`src/rtl/usb_pkg.sv`:
```
// Shared USB token/handshake/data definitions for the bitstream decoder.
// Holds the PID code enum, per-field bit lengths, the decoder state enum
// and a helper that tells whether a 4-bit PID value is one we decode.
package usb_pkg;

    typedef enum logic [3:0] {
        PID_OUT   = 4'b0001,
        PID_IN    = 4'b1001,
        PID_DATA0 = 4'b0011,
        PID_ACK   = 4'b0010,
        PID_NAK   = 4'b1010
    } pid_e;

    localparam int PID_LEN  = 8;
    localparam int ADDR_LEN = 7;
    localparam int ENDP_LEN = 4;
    localparam int DATA_LEN = 64;
    localparam int CNT_W    = 7;

    typedef enum logic [2:0] {
        IDLE,
        RECV_PID,
        RECV_ADDR,
        RECV_ENDP,
        RECV_DATA,
        DONE,
        FLUSH
    } dec_state_e;

    function automatic logic pid_known(logic [3:0] p);
        case (p)
            PID_OUT, PID_IN, PID_DATA0, PID_ACK, PID_NAK: return 1'b1;
            default:                                      return 1'b0;
        endcase
    endfunction

endpackage

```
`src/rtl/sipo_shiftreg.sv`:
```
// Serial-in parallel-out shift register filled LSB first.
// Ports:
//   clk, rst_L : clock, asynchronous active-low reset
//   en         : shift din in this cycle
//   clr        : clear the register; with en also high, din is loaded as
//                the first bit of a fresh field
//   din        : serial input bit
//   q          : parallel contents
// Each new bit enters at the MSB and moves toward bit 0, so after W shifts
// the first bit received sits in q[0].
module sipo_shiftreg #(
    parameter int W = 8
) (
    input  logic         clk,
    input  logic         rst_L,
    input  logic         en,
    input  logic         clr,
    input  logic         din,
    output logic [W-1:0] q
);

    always_ff @(posedge clk or negedge rst_L) begin
        if (!rst_L)
            q <= '0;
        else if (clr)
            q <= en ? {din, {(W-1){1'b0}}} : '0;
        else if (en)
            q <= {din, q[W-1:1]};
    end

endmodule

```
`src/rtl/bitstream_decoder.sv`:
```
// Serial USB-style packet decoder. Collects PID, then addr/endp (OUT/IN) or
// a 64-bit payload (DATA0), and holds the decoded packet until acknowledged.
// Ports:
//   clk, rst_L  : clock, asynchronous active-low reset
//   inb         : serial line bit, consumed when in_sending=1 and pause=0
//   in_sending  : transmitter is driving a packet
//   pause       : inb not valid this cycle
//   pkt_taken   : consumer releases the held packet
//   pid/addr/endp/data : decoded fields
//   pkt_avail   : a complete packet is held on the field outputs
//   pid_err     : one-cycle pulse, bad PID check or unknown PID
//   trunc_err   : one-cycle pulse, in_sending dropped mid-packet
//   ovr_err     : sticky, bits offered while a packet was held
module bitstream_decoder
    import usb_pkg::*;
(
    input  logic        clk,
    input  logic        rst_L,
    input  logic        inb,
    input  logic        in_sending,
    input  logic        pause,
    input  logic        pkt_taken,
    output logic [3:0]  pid,
    output logic [6:0]  addr,
    output logic [3:0]  endp,
    output logic [63:0] data,
    output logic        pkt_avail,
    output logic        pid_err,
    output logic        trunc_err,
    output logic        ovr_err
);

    dec_state_e       state_q, state_d;
    logic [CNT_W-1:0] cnt_q, cnt_d;
    logic             pid_err_d, trunc_err_d, ovr_err_d;
    logic             pid_en, pid_clr, fld_clr, addr_en, endp_en, data_en;
    logic [7:0]       pid_q;
    logic [7:0]       pid_byte;
    logic             consume;
    logic             receiving;

    assign consume   = in_sending & ~pause;
    // Full PID byte as it will look once the current bit is shifted in.
    assign pid_byte  = {inb, pid_q[7:1]};
    assign receiving = (state_q == RECV_PID) || (state_q == RECV_ADDR) ||
                       (state_q == RECV_ENDP) || (state_q == RECV_DATA);
    assign pid       = pid_q[3:0];
    assign pkt_avail = (state_q == DONE);

    always_ff @(posedge clk or negedge rst_L) begin
        if (!rst_L) begin
            state_q   <= IDLE;
            cnt_q     <= '0;
            pid_err   <= 1'b0;
            trunc_err <= 1'b0;
            ovr_err   <= 1'b0;
        end else begin
            state_q   <= state_d;
            cnt_q     <= cnt_d;
            pid_err   <= pid_err_d;
            trunc_err <= trunc_err_d;
            ovr_err   <= ovr_err_d;
        end
    end

    always_comb begin
        state_d     = state_q;
        cnt_d       = cnt_q;
        pid_err_d   = 1'b0;
        trunc_err_d = 1'b0;
        ovr_err_d   = ovr_err;
        pid_en      = 1'b0;
        pid_clr     = 1'b0;
        fld_clr     = 1'b0;
        addr_en     = 1'b0;
        endp_en     = 1'b0;
        data_en     = 1'b0;

        if (receiving && !in_sending) begin
            // Partial packet is thrown away; fields return to zero.
            state_d     = IDLE;
            cnt_d       = '0;
            trunc_err_d = 1'b1;
            pid_clr     = 1'b1;
            fld_clr     = 1'b1;
        end else begin
            case (state_q)
                IDLE: begin
                    if (consume) begin
                        state_d = RECV_PID;
                        cnt_d   = CNT_W'(1);
                        pid_en  = 1'b1;
                        pid_clr = 1'b1;
                        fld_clr = 1'b1;
                    end
                end
                RECV_PID: begin
                    if (consume) begin
                        pid_en = 1'b1;
                        if (cnt_q == CNT_W'(PID_LEN - 1)) begin
                            cnt_d = '0;
                            if (pid_byte[7:4] != ~pid_byte[3:0] || !pid_known(pid_byte[3:0])) begin
                                state_d   = FLUSH;
                                pid_err_d = 1'b1;
                            end else begin
                                case (pid_byte[3:0])
                                    PID_OUT, PID_IN: state_d = RECV_ADDR;
                                    PID_DATA0:       state_d = RECV_DATA;
                                    default:         state_d = DONE;
                                endcase
                            end
                        end else begin
                            cnt_d = cnt_q + CNT_W'(1);
                        end
                    end
                end
                RECV_ADDR: begin
                    if (consume) begin
                        addr_en = 1'b1;
                        if (cnt_q == CNT_W'(ADDR_LEN - 1)) begin
                            cnt_d   = '0;
                            state_d = RECV_ENDP;
                        end else begin
                            cnt_d = cnt_q + CNT_W'(1);
                        end
                    end
                end
                RECV_ENDP: begin
                    if (consume) begin
                        endp_en = 1'b1;
                        if (cnt_q == CNT_W'(ENDP_LEN - 1)) begin
                            cnt_d   = '0;
                            state_d = DONE;
                        end else begin
                            cnt_d = cnt_q + CNT_W'(1);
                        end
                    end
                end
                RECV_DATA: begin
                    if (consume) begin
                        data_en = 1'b1;
                        if (cnt_q == CNT_W'(DATA_LEN - 1)) begin
                            cnt_d   = '0;
                            state_d = DONE;
                        end else begin
                            cnt_d = cnt_q + CNT_W'(1);
                        end
                    end
                end
                DONE: begin
                    // Release beats an overrun bit offered in the same cycle.
                    if (pkt_taken) begin
                        state_d   = IDLE;
                        ovr_err_d = 1'b0;
                    end else if (consume) begin
                        ovr_err_d = 1'b1;
                    end
                end
                FLUSH: begin
                    if (!in_sending)
                        state_d = IDLE;
                end
                default: state_d = IDLE;
            endcase
        end
    end

    sipo_shiftreg #(.W(PID_LEN)) u_pid (
        .clk(clk), .rst_L(rst_L), .en(pid_en), .clr(pid_clr), .din(inb), .q(pid_q)
    );
    sipo_shiftreg #(.W(ADDR_LEN)) u_addr (
        .clk(clk), .rst_L(rst_L), .en(addr_en), .clr(fld_clr), .din(inb), .q(addr)
    );
    sipo_shiftreg #(.W(ENDP_LEN)) u_endp (
        .clk(clk), .rst_L(rst_L), .en(endp_en), .clr(fld_clr), .din(inb), .q(endp)
    );
    sipo_shiftreg #(.W(DATA_LEN)) u_data (
        .clk(clk), .rst_L(rst_L), .en(data_en), .clr(fld_clr), .din(inb), .q(data)
    );

endmodule

```
`config.mk`:
```
export PLATFORM = sky130hd
export DESIGN_NAME = bitstream_decoder
export DESIGN_NICKNAME = d
export VERILOG_FILES = /design/src/rtl/usb_pkg.sv /design/src/rtl/sipo_shiftreg.sv /design/src/rtl/bitstream_decoder.sv
export SDC_FILE = /design/constraint.sdc
export NUM_CORES = 1
export LEC_CHECK = 0
export BUFFER_PORTS_ARGS = -buffer_cell sky130_fd_sc_hd__buf_2
export CORE_ASPECT_RATIO = 1.4
export CORE_MARGIN = 2
export CORE_UTILIZATION = 59
export DETAILED_ROUTE_END_ITERATION = 12
export PLACE_DENSITY = 0.85
export SLEW_MARGIN = 20
export SYNTH_ARGS = -nofsm -noshare
export SYNTH_HDL_FRONTEND = slang
export SYNTH_HIERARCHICAL = 1
export SYNTH_SLANG_ARGS = --single-unit
```
`constraint.sdc`:
```
create_clock -name clk -period 3.4 [get_ports clk]
set_input_delay 0.17 -clock clk [delete_from_list [all_inputs] [get_ports clk]]
set_output_delay 0.17 -clock clk [all_outputs]
set_load 0.1 [all_outputs]
```
==> flow_metrics.env <==
export IMPL_status="finished clean"
export IMPL_place_port_buffers=88
export IMPL_diodes=0
export IMPL_fin_util_pct=69.8
export IMPL_ys_async_sr_fraction_pct=100
export IMPL_hold_class="input port to flip-flop"
export IMPL_cpPeakStageDelay_ps=720
export IMPL_area_growth_pct=15.0
export IMPL_viasPerCell=5.62
export IMPL_post_route_drc_count=0
export IMPL_cts_tree="done"
export IMPL_slew_headroom_pct=40.8
export IMPL_setup_worst_path_class="flip-flop to flip-flop"
export IMPL_final_area_sq_mm=0.00511
export IMPL_slew_violations=0
export IMPL_worst_path_max_delay_cell="dfrtp_1"
export IMPL_cts_inserted_buffers=9
export IMPL_yosysUniqueCellTypes=48
export IMPL_antenna_found_initial=0
export IMPL_clk_pin_slew_ps=80
export IMPL_cts_root_buf="clkbuf_8"
export IMPL_synth_nets=415
export IMPL_drt_first_pass_iters=4
export IMPL_ant_nets=0
export IMPL_ir_drop_uv=516
export IMPL_grt_busiest_layer="met2"
export IMPL_drv_cap=0
export IMPL_grt_max_degree=74
export IMPL_ys_ff_latch=96
export IMPL_layout_commonest_cell="dfrtp_1"
export IMPL_post_dp_cell_area_sq_mm=0.00489
export IMPL_fillers=540
export IMPL_grt_pass1_vias=3150
export IMPL_use_met1_pct=30.6
export IMPL_setup_viol=0
export IMPL_syn_avg_cell_area_sq_um=10.9
export IMPL_grt_usage_pct=22.7
export IMPL_insertion_delay_ps=350
export IMPL_dr_total_vias=3306
export IMPL_rsz0062_at_grt="no"
export IMPL_gp_congestion=0.932
export IMPL_wl_per_cell_microns=15.2
export IMPL_grt_pass1_wl_microns=14900
export IMPL_holdBufCountCts=2
export IMPL_dpl_hpwl_microns=6140
export IMPL_die_x_microns=77.3
export IMPL_drive_gt1_share_pct=22.6
export IMPL_hold_violations=0
export IMPL_gr_total_overflow=0
export IMPL_setup_tns_ps=0
export IMPL_grt_use_met3_pct=4.55
export IMPL_die_area_sq_mm=0.00825
export IMPL_coreArea_sq_mm=0.00731
export IMPL_cp_end_kind="flip-flop"
export IMPL_clockBufferDepth=2
export IMPL_critPathArrivalTime_ps=2680
export IMPL_period_needed_ps=2470
export IMPL_syn_inst=407
export IMPL_rows=37
export IMPL_nets=495
export IMPL_synthFlopType="dfrtp_1"
export IMPL_design_power_total_mw=2.92
export IMPL_power_leakage_nw=2.49
export IMPL_crit_path_max_fanout=65
export IMPL_crit_required_ps=3610
export IMPL_globalRouteMet2Util_pct=36.6
export IMPL_cp_cell_sequence="inv_1, nor4_2, buf_12, mux2i_1, nor2_1"
export IMPL_crit_family="flip-flops"
export IMPL_clock_sinks=96
export IMPL_syn_area_sq_mm=0.00444
export IMPL_critPathBufInv=2
export IMPL_die_h_microns=107
export IMPL_ys_warn_count=6
export IMPL_skew_ps=7.56
export IMPL_drt_initial_drc_count=211
export IMPL_tightest_slew_ps=888
export IMPL_final_cell_mix="dfrtp_1 (96), nor2_1 (94), buf_2 (87), mux2i_1 (80), nand2_1 (15)"
export IMPL_htree_levels=3
export IMPL_power_density_mw_per_mm2=572
export IMPL_seq_area_frac_synth_pct=54.1
export IMPL_cts_setup_buffers=0
export IMPL_post_cts_resized=0
export IMPL_io_pins=89
export IMPL_critPathLaunchType="flip-flop"
export IMPL_synth_edf_count=0
export IMPL_start_util_pct=60.7
export IMPL_drt_wl_total_microns=8940
export IMPL_fmax_mhz=405
export IMPL_fin_crit_sh_pct=72.6
==> state kept, by name, indices dropped and copies added, names as in the netlist <==
name / cells
ovr_err: 1
u_pid/q: 8
state_q: 3
pid_err: 1
u_endp/q: 4
u_addr/q: 7
trunc_err: 1
u_data/q: 64
cnt_q: 7
==> final cells by class <==
class	instances	area [sq um]	share of cell area, %
Clock buffer	13	159	3.11
Tap cell	97	121	2.38
Sequential cell	96	2400	47.0
Inverter	7	26.3	0.515
Multi-Input combinational cell	279	1840	36.0
Timing Repair Buffer	94	518	10.1
Clock inverter	2	38.8	0.760
==> final timing paths <==
check | start | to | slack [ps] | depth (start not counted)
max | state_q[2] | u_data/q[59] | 930 | 5
min | inb | u_endp/q[3] | 110 | 3
max reg2reg | state_q[2] | u_data/q[59] | 930 | 5
min reg2reg | u_pid/q[0] | u_pid/q[0] | 540 | 2
max in group asynchronous | rst_L | u_data/q[48] | 2070 | 3
min in group asynchronous | rst_L | u_data/q[23] | 490 | 2
==> cells by family after synthesis <==
logic type | count (synthesis) | share of synthesized area (%)
compound gates | 49 | 7.30
xor+xnor | 3 | 0.592
fa+ha+maj | 2 | 0.563
buf+inv | 32 | 4.87
flops | 96 | 54.1
mux | 81 | 18.3
simple gates | 144 | 14.3
==> per-layer routing <==
metal  vias up  wire length (microns)
li1       1567                      -
met1      1614                   3890
met2       106                   4470
met3        19                    393
met4         0                    187
met5         -                      0
==> cell usage after synthesis (2+ instances only) <==
cell type	number	area, sq um
a2111o_1	2	22.5
o211ai_1	4	30.0
buf_8	4	60.1
a221oi_1	2	17.5
or3_1	2	12.5
clkbuf_2	2	10.0
buf_2	3	15.0
nor3_1	2	10.0
o21ai_1	3	15.0
or4_1	2	15.0
nand3_1	8	40.0
mux2i_1	80	801
a31oi_1	2	12.5
buf_6	5	56.3
xor2_1	2	17.5
a21oi_1	10	50.1
o21ai_0	12	60.1
ha_1	2	25.0
dfrtp_1	96	2400
buf_4	2	15.0
a22oi_1	2	15.0
clkbuf_1	8	30.0
a211oi_1	2	15.0
inv_1	7	26.3
nand2b_1	8	50.1
o22ai_1	2	12.5
nor2b_1	5	31.3
nor2_1	94	353
nand2_1	15	56.3
==> tightest hold or removal path, delay by kind of cell <==
family                 cells  cell delay (ps)
AO/OA/AOI/OAI              1               60
buffers and inverters      1              140
AND/OR/NAND/NOR            1               60
==> metrics by stage <==
stage	instances	hold WS [ps]	setup WS, ps
6_report	588	111	932
5_1_grt	588	98.7	792
4_1_cts	588	89.0	1020
3_5_place_dp	571	352	1030
3_3_place_gp	571	347	1110
2_1_floorplan	407	-126	984
==> report_power, final <==
part	switching [mW]	internal [mW]
logic	0.637	0.259
clock network	0.360	0.379
registers	0.0963	1.19
No activity file was read; power rests on OpenSTA's default activity.
